[config.mk]
export PLATFORM = sky130hd
export DESIGN_NAME = exp_alpha_sched_flat
export DESIGN_NICKNAME = d
export VERILOG_FILES = /design/src/rtl/exp_alpha_sched_if.sv /design/src/rtl/exp_alpha_sched.sv /design/src/flat_wrapper.sv
export SDC_FILE = /design/constraint.sdc
export NUM_CORES = 1
export LEC_CHECK = 0
export ABC_CLOCK_PERIOD_IN_PS = 7700
export CAP_MARGIN = 20
export CORE_ASPECT_RATIO = 1.4
export CORE_MARGIN = 2
export CORE_UTILIZATION = 50
export DETAILED_ROUTE_END_ITERATION = 7
export HOLD_SLACK_MARGIN = 0.06
export PLACE_DENSITY_LB_ADDON = 0.05
export SETUP_SLACK_MARGIN = 0.2
export SLEW_MARGIN = 0
export SYNTH_ARGS = -nofsm -noshare
export SYNTH_HDL_FRONTEND = slang
export SYNTH_SLANG_ARGS = --single-unit
[constraint.sdc]
create_clock -name clk_i -period 7.7 [get_ports clk_i]
set_input_delay 1.155 -clock clk_i [delete_from_list [all_inputs] [get_ports clk_i]]
set_output_delay 1.155 -clock clk_i [all_outputs]
set_load 0.01 [all_outputs]
[src/rtl/exp_alpha_sched_if.sv]
// Control/status bundle between the alpha scheduler and its user.
// EXP_ALPHA_SCHED_RAMP_LIMIT_EN adds the max_stage_i warm-up limit.
interface exp_alpha_sched_if #(
  parameter int ALPHA_WIDTH  = 32,
  parameter int SETTLE_WIDTH = 32
);
  logic                    start_i;
  logic                    stop_i;
  logic                    hold_i;
  logic                    sample_i;
  logic [ALPHA_WIDTH-1:0]  alpha_target_i;
  logic [SETTLE_WIDTH-1:0] settle_len_i;
`ifdef EXP_ALPHA_SCHED_RAMP_LIMIT_EN
  logic [$clog2(ALPHA_WIDTH+1)-1:0] max_stage_i;
`endif
  logic [ALPHA_WIDTH-1:0]  alpha_o;
  logic                    avg_rst_o;
  logic                    busy_o;
  logic                    settled_o;

  modport master (
`ifdef EXP_ALPHA_SCHED_RAMP_LIMIT_EN
    output max_stage_i,
`endif
    output start_i, stop_i, hold_i, sample_i, alpha_target_i, settle_len_i,
    input  alpha_o, avg_rst_o, busy_o, settled_o
  );

  modport slave (
`ifdef EXP_ALPHA_SCHED_RAMP_LIMIT_EN
    input  max_stage_i,
`endif
    input  start_i, stop_i, hold_i, sample_i, alpha_target_i, settle_len_i,
    output alpha_o, avg_rst_o, busy_o, settled_o
  );
endinterface

[src/rtl/exp_alpha_sched.sv]
// Exponential-average alpha scheduler: clear, power-of-two warm-up ramp, track/hold.
// EXP_ALPHA_SCHED_RAMP_LIMIT_EN caps the ramp at bus.max_stage_i.
module exp_alpha_sched #(
  parameter int ALPHA_WIDTH  = 32,
  parameter int SETTLE_WIDTH = 32
) (
  input  logic                 clk_i,
  input  logic                 rst_i,
  exp_alpha_sched_if.slave     bus
);

  typedef logic [ALPHA_WIDTH-1:0]  alpha_t;
  typedef logic [ALPHA_WIDTH:0]    stage_t;
  typedef logic [SETTLE_WIDTH-1:0] settle_t;

  localparam stage_t K_MAX = stage_t'(ALPHA_WIDTH);

  localparam logic [2:0] S_IDLE   = 3'd0;
  localparam logic [2:0] S_CLEAR  = 3'd1;
  localparam logic [2:0] S_WARMUP = 3'd2;
  localparam logic [2:0] S_TRACK  = 3'd3;
  localparam logic [2:0] S_HOLD   = 3'd4;

  logic [2:0] state_q, state_d;
  alpha_t     alpha_q, alpha_d;
  alpha_t     target_q, target_d;
  stage_t     stage_q, stage_d;
  stage_t     cnt_q, cnt_d;
  settle_t    settle_q, settle_d;
  logic       avg_rst_q, avg_rst_d;
  logic       busy_q, busy_d;
  logic       settled_q, settled_d;

  // Stage k gain: all-ones for k=0, else 2^-k; zero past the last stage.
  function automatic alpha_t stage_alpha(input stage_t k);
    alpha_t one = alpha_t'(1);
    if (k == '0)   return '1;
    if (k > K_MAX) return '0;
    return one << (K_MAX - k);
  endfunction

  stage_t  stage_next;
  stage_t  stage_len;
  logic    stage_end;
  logic    ramp_done;
  logic    qualified;
  settle_t settle_inc;

  assign stage_next = stage_q + stage_t'(1);
  assign stage_len  = stage_t'(1) << stage_q;
  assign stage_end  = (cnt_q + stage_t'(1)) == stage_len;
  assign qualified  = bus.sample_i && !bus.hold_i;
  assign settle_inc = (settle_q == '1) ? settle_q : settle_q + settle_t'(1);

`ifdef EXP_ALPHA_SCHED_RAMP_LIMIT_EN
  assign ramp_done = (stage_next > K_MAX) ||
                     (stage_alpha(stage_next) <= bus.alpha_target_i) ||
                     (stage_q >= stage_t'(bus.max_stage_i));
`else
  assign ramp_done = (stage_next > K_MAX) ||
                     (stage_alpha(stage_next) <= bus.alpha_target_i);
`endif

  always_comb begin
    // NOTE: every _d gets a default first so no path leaves it unassigned (no latches).
    state_d   = state_q;
    alpha_d   = alpha_q;
    target_d  = target_q;
    stage_d   = stage_q;
    cnt_d     = cnt_q;
    settle_d  = settle_q;
    avg_rst_d = 1'b0;
    busy_d    = busy_q;
    settled_d = settled_q;

    if (bus.start_i && state_q != S_CLEAR) begin
      state_d   = S_CLEAR;
      alpha_d   = '0;
      avg_rst_d = 1'b1;
      busy_d    = 1'b1;
      settled_d = 1'b0;
      stage_d   = '0;
      cnt_d     = '0;
      settle_d  = '0;
    end else if (bus.stop_i && state_q != S_IDLE && state_q != S_CLEAR) begin
      state_d   = S_IDLE;
      alpha_d   = '0;
      busy_d    = 1'b0;
      settled_d = 1'b0;
      stage_d   = '0;
      cnt_d     = '0;
      settle_d  = '0;
    end else begin
      case (state_q)
        S_CLEAR: begin
          state_d = S_WARMUP;
          alpha_d = stage_alpha('0);
        end

        S_WARMUP: begin
          if (bus.hold_i) begin
            alpha_d = '0;
          end else begin
            alpha_d = stage_alpha(stage_q);
            if (qualified) begin
              if (!stage_end) begin
                cnt_d = cnt_q + stage_t'(1);
              end else if (ramp_done) begin
                state_d   = S_TRACK;
                alpha_d   = bus.alpha_target_i;
                target_d  = bus.alpha_target_i;
                cnt_d     = '0;
                settle_d  = '0;
                settled_d = (bus.settle_len_i == '0);
              end else begin
                stage_d = stage_next;
                cnt_d   = '0;
                alpha_d = stage_alpha(stage_next);
              end
            end
          end
        end

        S_TRACK, S_HOLD: begin
          if (bus.hold_i) begin
            state_d = S_HOLD;
            alpha_d = '0;
          end else begin
            state_d  = S_TRACK;
            alpha_d  = bus.alpha_target_i;
            target_d = bus.alpha_target_i;
            // A new target restarts settling; the change cycle itself is not counted.
            if (bus.alpha_target_i != target_q) begin
              settle_d  = '0;
              settled_d = 1'b0;
            end else if (bus.sample_i) begin
              settle_d  = settle_inc;
              settled_d = (settle_inc >= bus.settle_len_i);
            end
          end
        end

        default: begin
          state_d = S_IDLE;
          alpha_d = '0;
          busy_d  = 1'b0;
        end
      endcase
    end
  end

  always_ff @(posedge clk_i) begin
    // NOTE: sequential state uses non-blocking assignments so all registers update together.
    if (rst_i) begin
      state_q   <= S_IDLE;
      alpha_q   <= '0;
      target_q  <= '0;
      stage_q   <= '0;
      cnt_q     <= '0;
      settle_q  <= '0;
      avg_rst_q <= 1'b0;
      busy_q    <= 1'b0;
      settled_q <= 1'b0;
    end else begin
      state_q   <= state_d;
      alpha_q   <= alpha_d;
      target_q  <= target_d;
      stage_q   <= stage_d;
      cnt_q     <= cnt_d;
      settle_q  <= settle_d;
      avg_rst_q <= avg_rst_d;
      busy_q    <= busy_d;
      settled_q <= settled_d;
    end
  end

  assign bus.alpha_o   = alpha_q;
  assign bus.avg_rst_o = avg_rst_q;
  assign bus.busy_o    = busy_q;
  assign bus.settled_o = settled_q;

endmodule

[src/flat_wrapper.sv]
// flat-port wrapper written by rule: the top's interface ports become plain ports
module exp_alpha_sched_flat 
#(
  parameter int ALPHA_WIDTH  = 32,
  parameter int SETTLE_WIDTH = 32
)
  (clk_i, rst_i, bus_start_i, bus_stop_i, bus_hold_i, bus_sample_i, bus_alpha_target_i, bus_settle_len_i, bus_alpha_o, bus_avg_rst_o, bus_busy_o, bus_settled_o);
  exp_alpha_sched_if #(.ALPHA_WIDTH(ALPHA_WIDTH), .SETTLE_WIDTH(SETTLE_WIDTH)) bus_i ();
  input  logic clk_i;
  input  logic rst_i;
  input wire logic [$bits(bus_i.start_i)-1:0] bus_start_i;
  input wire logic [$bits(bus_i.stop_i)-1:0] bus_stop_i;
  input wire logic [$bits(bus_i.hold_i)-1:0] bus_hold_i;
  input wire logic [$bits(bus_i.sample_i)-1:0] bus_sample_i;
  input wire logic [$bits(bus_i.alpha_target_i)-1:0] bus_alpha_target_i;
  input wire logic [$bits(bus_i.settle_len_i)-1:0] bus_settle_len_i;
  output wire logic [$bits(bus_i.alpha_o)-1:0] bus_alpha_o;
  output wire logic [$bits(bus_i.avg_rst_o)-1:0] bus_avg_rst_o;
  output wire logic [$bits(bus_i.busy_o)-1:0] bus_busy_o;
  output wire logic [$bits(bus_i.settled_o)-1:0] bus_settled_o;
  assign bus_i.start_i = bus_start_i;
  assign bus_i.stop_i = bus_stop_i;
  assign bus_i.hold_i = bus_hold_i;
  assign bus_i.sample_i = bus_sample_i;
  assign bus_i.alpha_target_i = bus_alpha_target_i;
  assign bus_i.settle_len_i = bus_settle_len_i;
  assign bus_alpha_o = bus_i.alpha_o;
  assign bus_avg_rst_o = bus_i.avg_rst_o;
  assign bus_busy_o = bus_i.busy_o;
  assign bus_settled_o = bus_i.settled_o;
  exp_alpha_sched #(.ALPHA_WIDTH(ALPHA_WIDTH), .SETTLE_WIDTH(SETTLE_WIDTH)) u_core (.clk_i(clk_i), .rst_i(rst_i), .bus(bus_i));
endmodule
==> out/results.tsv <==
metric	value	unit
power.total	2.001	mW
timing.rr.start	u_core.stage_q[0]	
cp-start-kind	register	
ys.flop_type	dfxtp_1	
grt_util_all_layers	0.3177	
synth_cells	1941	
ys_types	79	
wirelength	45.84	mm
path_max_fanout	32	
numCtsBuffers	17	
drt_iter0_markers	1017	
grt_max_degree	76	
criticalPathCategory	reg -> reg	
status	finished clean	
dr.pass1.iters	7	
critPathLaunch	u_core.stage_q[0]	
cts_root_buf	clkbuf_16	
finalNetCount	2098	
port-buffer-count	104	
crit_buf_inv	3	
required	8.04	ns
place_congestion	0.9590	
path_clk_slew	0.07	ns
leakagePower	6.219	nW
tightestPinTransition	1.141	ns
viasPerCell	6.243	
ys_warn_count	0	
start_util	0.5043	
max_cap_viol_count	0	
clock_sinks	168	
drc	0	
cts_setup_buffers	0	
dp_hpwl	33.81	mm
cts_resized	0	
synth_area_leaders	dfxtp_1 (24%), ha_1 (6.2%), o21ai_0 (5.3%)	
rsz0062_at_grt	no	
rows	72	
h-tree-depth	4	
worstSetupEndpointType	register	
synth_top_cell_area_share	0.2427	
ys_ff_latch	168	
cts.hold.buffers_added	0	
hp-start	u_core.bus.settled_o	
slew_headroom	0.2355	
avgSynthCellArea	7.139	sq um
die_area	0.02908	sq mm
clock_path_buffers	2	
fmax	149.6	MHz
cts_tree	done	
grt_pass1_wl	73.51	mm
grt_overflow	0	
finalCritPeriodShare	0.8679	
die_w	144.7	um
max-vdd-ir-drop	0.0001502	V
antenna_found_initial	0	
slowest_delay	0.58	ns
arrival	7.02	ns
drive_above_1_share	0.06596	
fp.dieH	201.0	um
insertion_delay	0.46	ns
grt_pass1_vias	14009	
cp_cell_sequence	buf_4 > clkinv_1 > ha_1 > nand2b_1 > nor2_1 > and3_1 > o2111a_1 > nand3_1 > or3_1 > or2_2 > nand2_1 > ha_1 > nand3_1 > nor4_1 > nand2_1 > or3_1 > a221o_1 > o211ai_1 > nand4b_1 > nor4b_1 > o21bai_2 > buf_4 > a211o_1 > o21ai_0	
fill_cells	2709	
slew_viol_final	0	
design.core.area	0.02748	sq mm
wire_per_inst	19.58	um
pin_count	105	
cp_top_family	simple AND/OR/NAND/NOR gates	
finalHoldViolations	0	
synth_area_leader_cell	dfxtp_1	
fin_tns_setup	0	ns
antenna_left	0	
clock_skew	0.01275	ns
syn-num-nets	2080	
antenna_cells	0	
powerDensity	127.0	mW/mm^2
setup_viol	0	
synth-async-reset-ratio	0	
synth_seq_area_share	0.2427	
synth_edf_count	0	
via_count	14614	
slowest_stage	or3_1	
areaGrowthSynthToFinish	13.72	%
period_needed	6.683	ns
syn-cell-area	0.01386	sq mm
holdCritPathClass	reg -> reg	
==> per-stage QoR <==
step / setup WS [ns] / area (sq um) / cells / hold WS, ns / util
5_1_grt: 0.3064 / 15760 / 2341 / 0.5056 / 0.5735
6_report: 1.017 / 15760 / 2341 / 0.4836 / 0.5735
4_1_cts: 1.069 / 15740 / 2340 / 0.4874 / 0.5730
3_3_place_gp: 1.188 / 15120 / 2309 / 0.4660 / 0.5502
2_1_floorplan: 1.488 / 13860 / 1941 / 0.4649 / -
3_5_place_dp: 1.107 / 15120 / 2309 / 0.4783 / 0.5502
==> final timing paths <==
kind / endpoint / slack (ns) / cells after the start
worst max-delay path: u_core.bus.settled_o / 1.02 / 24
worst min-delay path: u_core.bus.settled_o / 0.48 / 2
worst max register to register: u_core.bus.settled_o / 1.02 / 24
worst min register to register: u_core.bus.settled_o / 0.48 / 2
==> cell usage in the layout (no fill, tap or decap), drive strengths merged, types with 10 or more instances in the layout <==
cell,instances
nand2,193
dfxtp,168
o21ai,147
a21oi,144
nand3,142
nor2,131
clkdlybuf4s50,104
inv,87
xnor2,73
ha,69
nor3,61
nand4,54
and3,53
xor2,50
nor4,47
o22ai,35
buf,32
or2,30
or3,25
a31oi,24
a21o,19
nand2b,19
o31ai,18
o211ai,18
and4,17
a221oi,17
clkbuf,17
or4,17
mux2i,15
and2,15
nor2b,12
a2111oi,11
a211oi,10
==> where the power goes <==
group          switching [mW]  internal, mW  total (mW)
Combinational           0.111        0.0728       0.184
Clock                   0.394         0.544       0.938
Sequential            0.00413         0.874       0.878
==> worst reg2reg max path, stage by stage (launching register included) <==
cell	delay (ns)
dfxtp_1	0.33
buf_4	0.30
clkinv_1	0.34
ha_1	0.48
nand2b_1	0.24
nor2_1	0.27
and3_1	0.21
o2111a_1	0.24
nand3_1	0.21
or3_1	0.58
or2_2	0.38
nand2_1	0.09
ha_1	0.15
nand3_1	0.10
nor4_1	0.36
nand2_1	0.14
or3_1	0.38
a221o_1	0.26
o211ai_1	0.14
nand4b_1	0.27
nor4b_1	0.25
o21bai_2	0.29
buf_4	0.35
a211o_1	0.15
o21ai_0	0.06
==> layout make-up <==
class / count / area [sq um] / share of cell area
inverters: 85 / 319.1 / 0.02025
multi-input cells: 1551 / 9699 / 0.6155
clock buffers: 17 / 425.4 / 0.02700
flip-flops and latches: 168 / 3363 / 0.2134
well taps: 370 / 462.9 / 0.02938
repair buffers: 136 / 1289 / 0.08179
clock inverters: 14 / 198.9 / 0.01263
==> cell usage after synthesis (8+ instances only) <==
library cell and n:
nor3b_1 9, inv_1 84, buf_2 14, nor3_1 60, nand4_1 52, o31ai_1 18, and3_1 53, a31oi_1 24
nor2_1 131, xnor2_1 73, o22ai_1 35, buf_1 8, xor2_1 50, nand2_1 192, nor4_1 40, a2111oi_0 10
dfxtp_1 168, nand3b_1 9, nor2b_1 12, and4_1 17, mux2i_1 15, o211ai_1 18, a21oi_1 144, a21o_1 19
nand2b_1 19, or4_1 13, a221oi_1 17, nand3_1 141, or2_2 30, o21ai_0 147, clkbuf_1 113, ha_1 69
a211oi_1 10, and2_1 12, or3_1 25
==> kinds of logic after synthesis <==
group | after synthesis | synth area share
buf+inv | 222 | 0.06203
flops | 168 | 0.2427
simple gates | 853 | 0.3285
compound gates | 491 | 0.2159
mux | 15 | 0.01083
xor+xnor | 123 | 0.07774
fa+ha+maj | 69 | 0.06230
==> per-layer routing <==
metal	up-vias	GRT usage	routed length [um]
li1	7123	-	-
met1	6855	0.3959	18940
met2	492	0.5315	22220
met3	144	0.04342	2411
met4	0	0.1585	2260
met5	-	0	0
==> sequential cells by signal, indices dropped and copies added (netlist names) <==
name / cells
u_core.cnt_q: 33
u_core.stage_q: 33
u_core.bus.alpha_o: 32
u_core.settle_q: 32
u_core.target_q: 32
u_core.state_q: 3
u_core.bus.avg_rst_o: 1
u_core.bus.busy_o: 1
u_core.bus.settled_o: 1
Power figures use the tool's default switching activity.
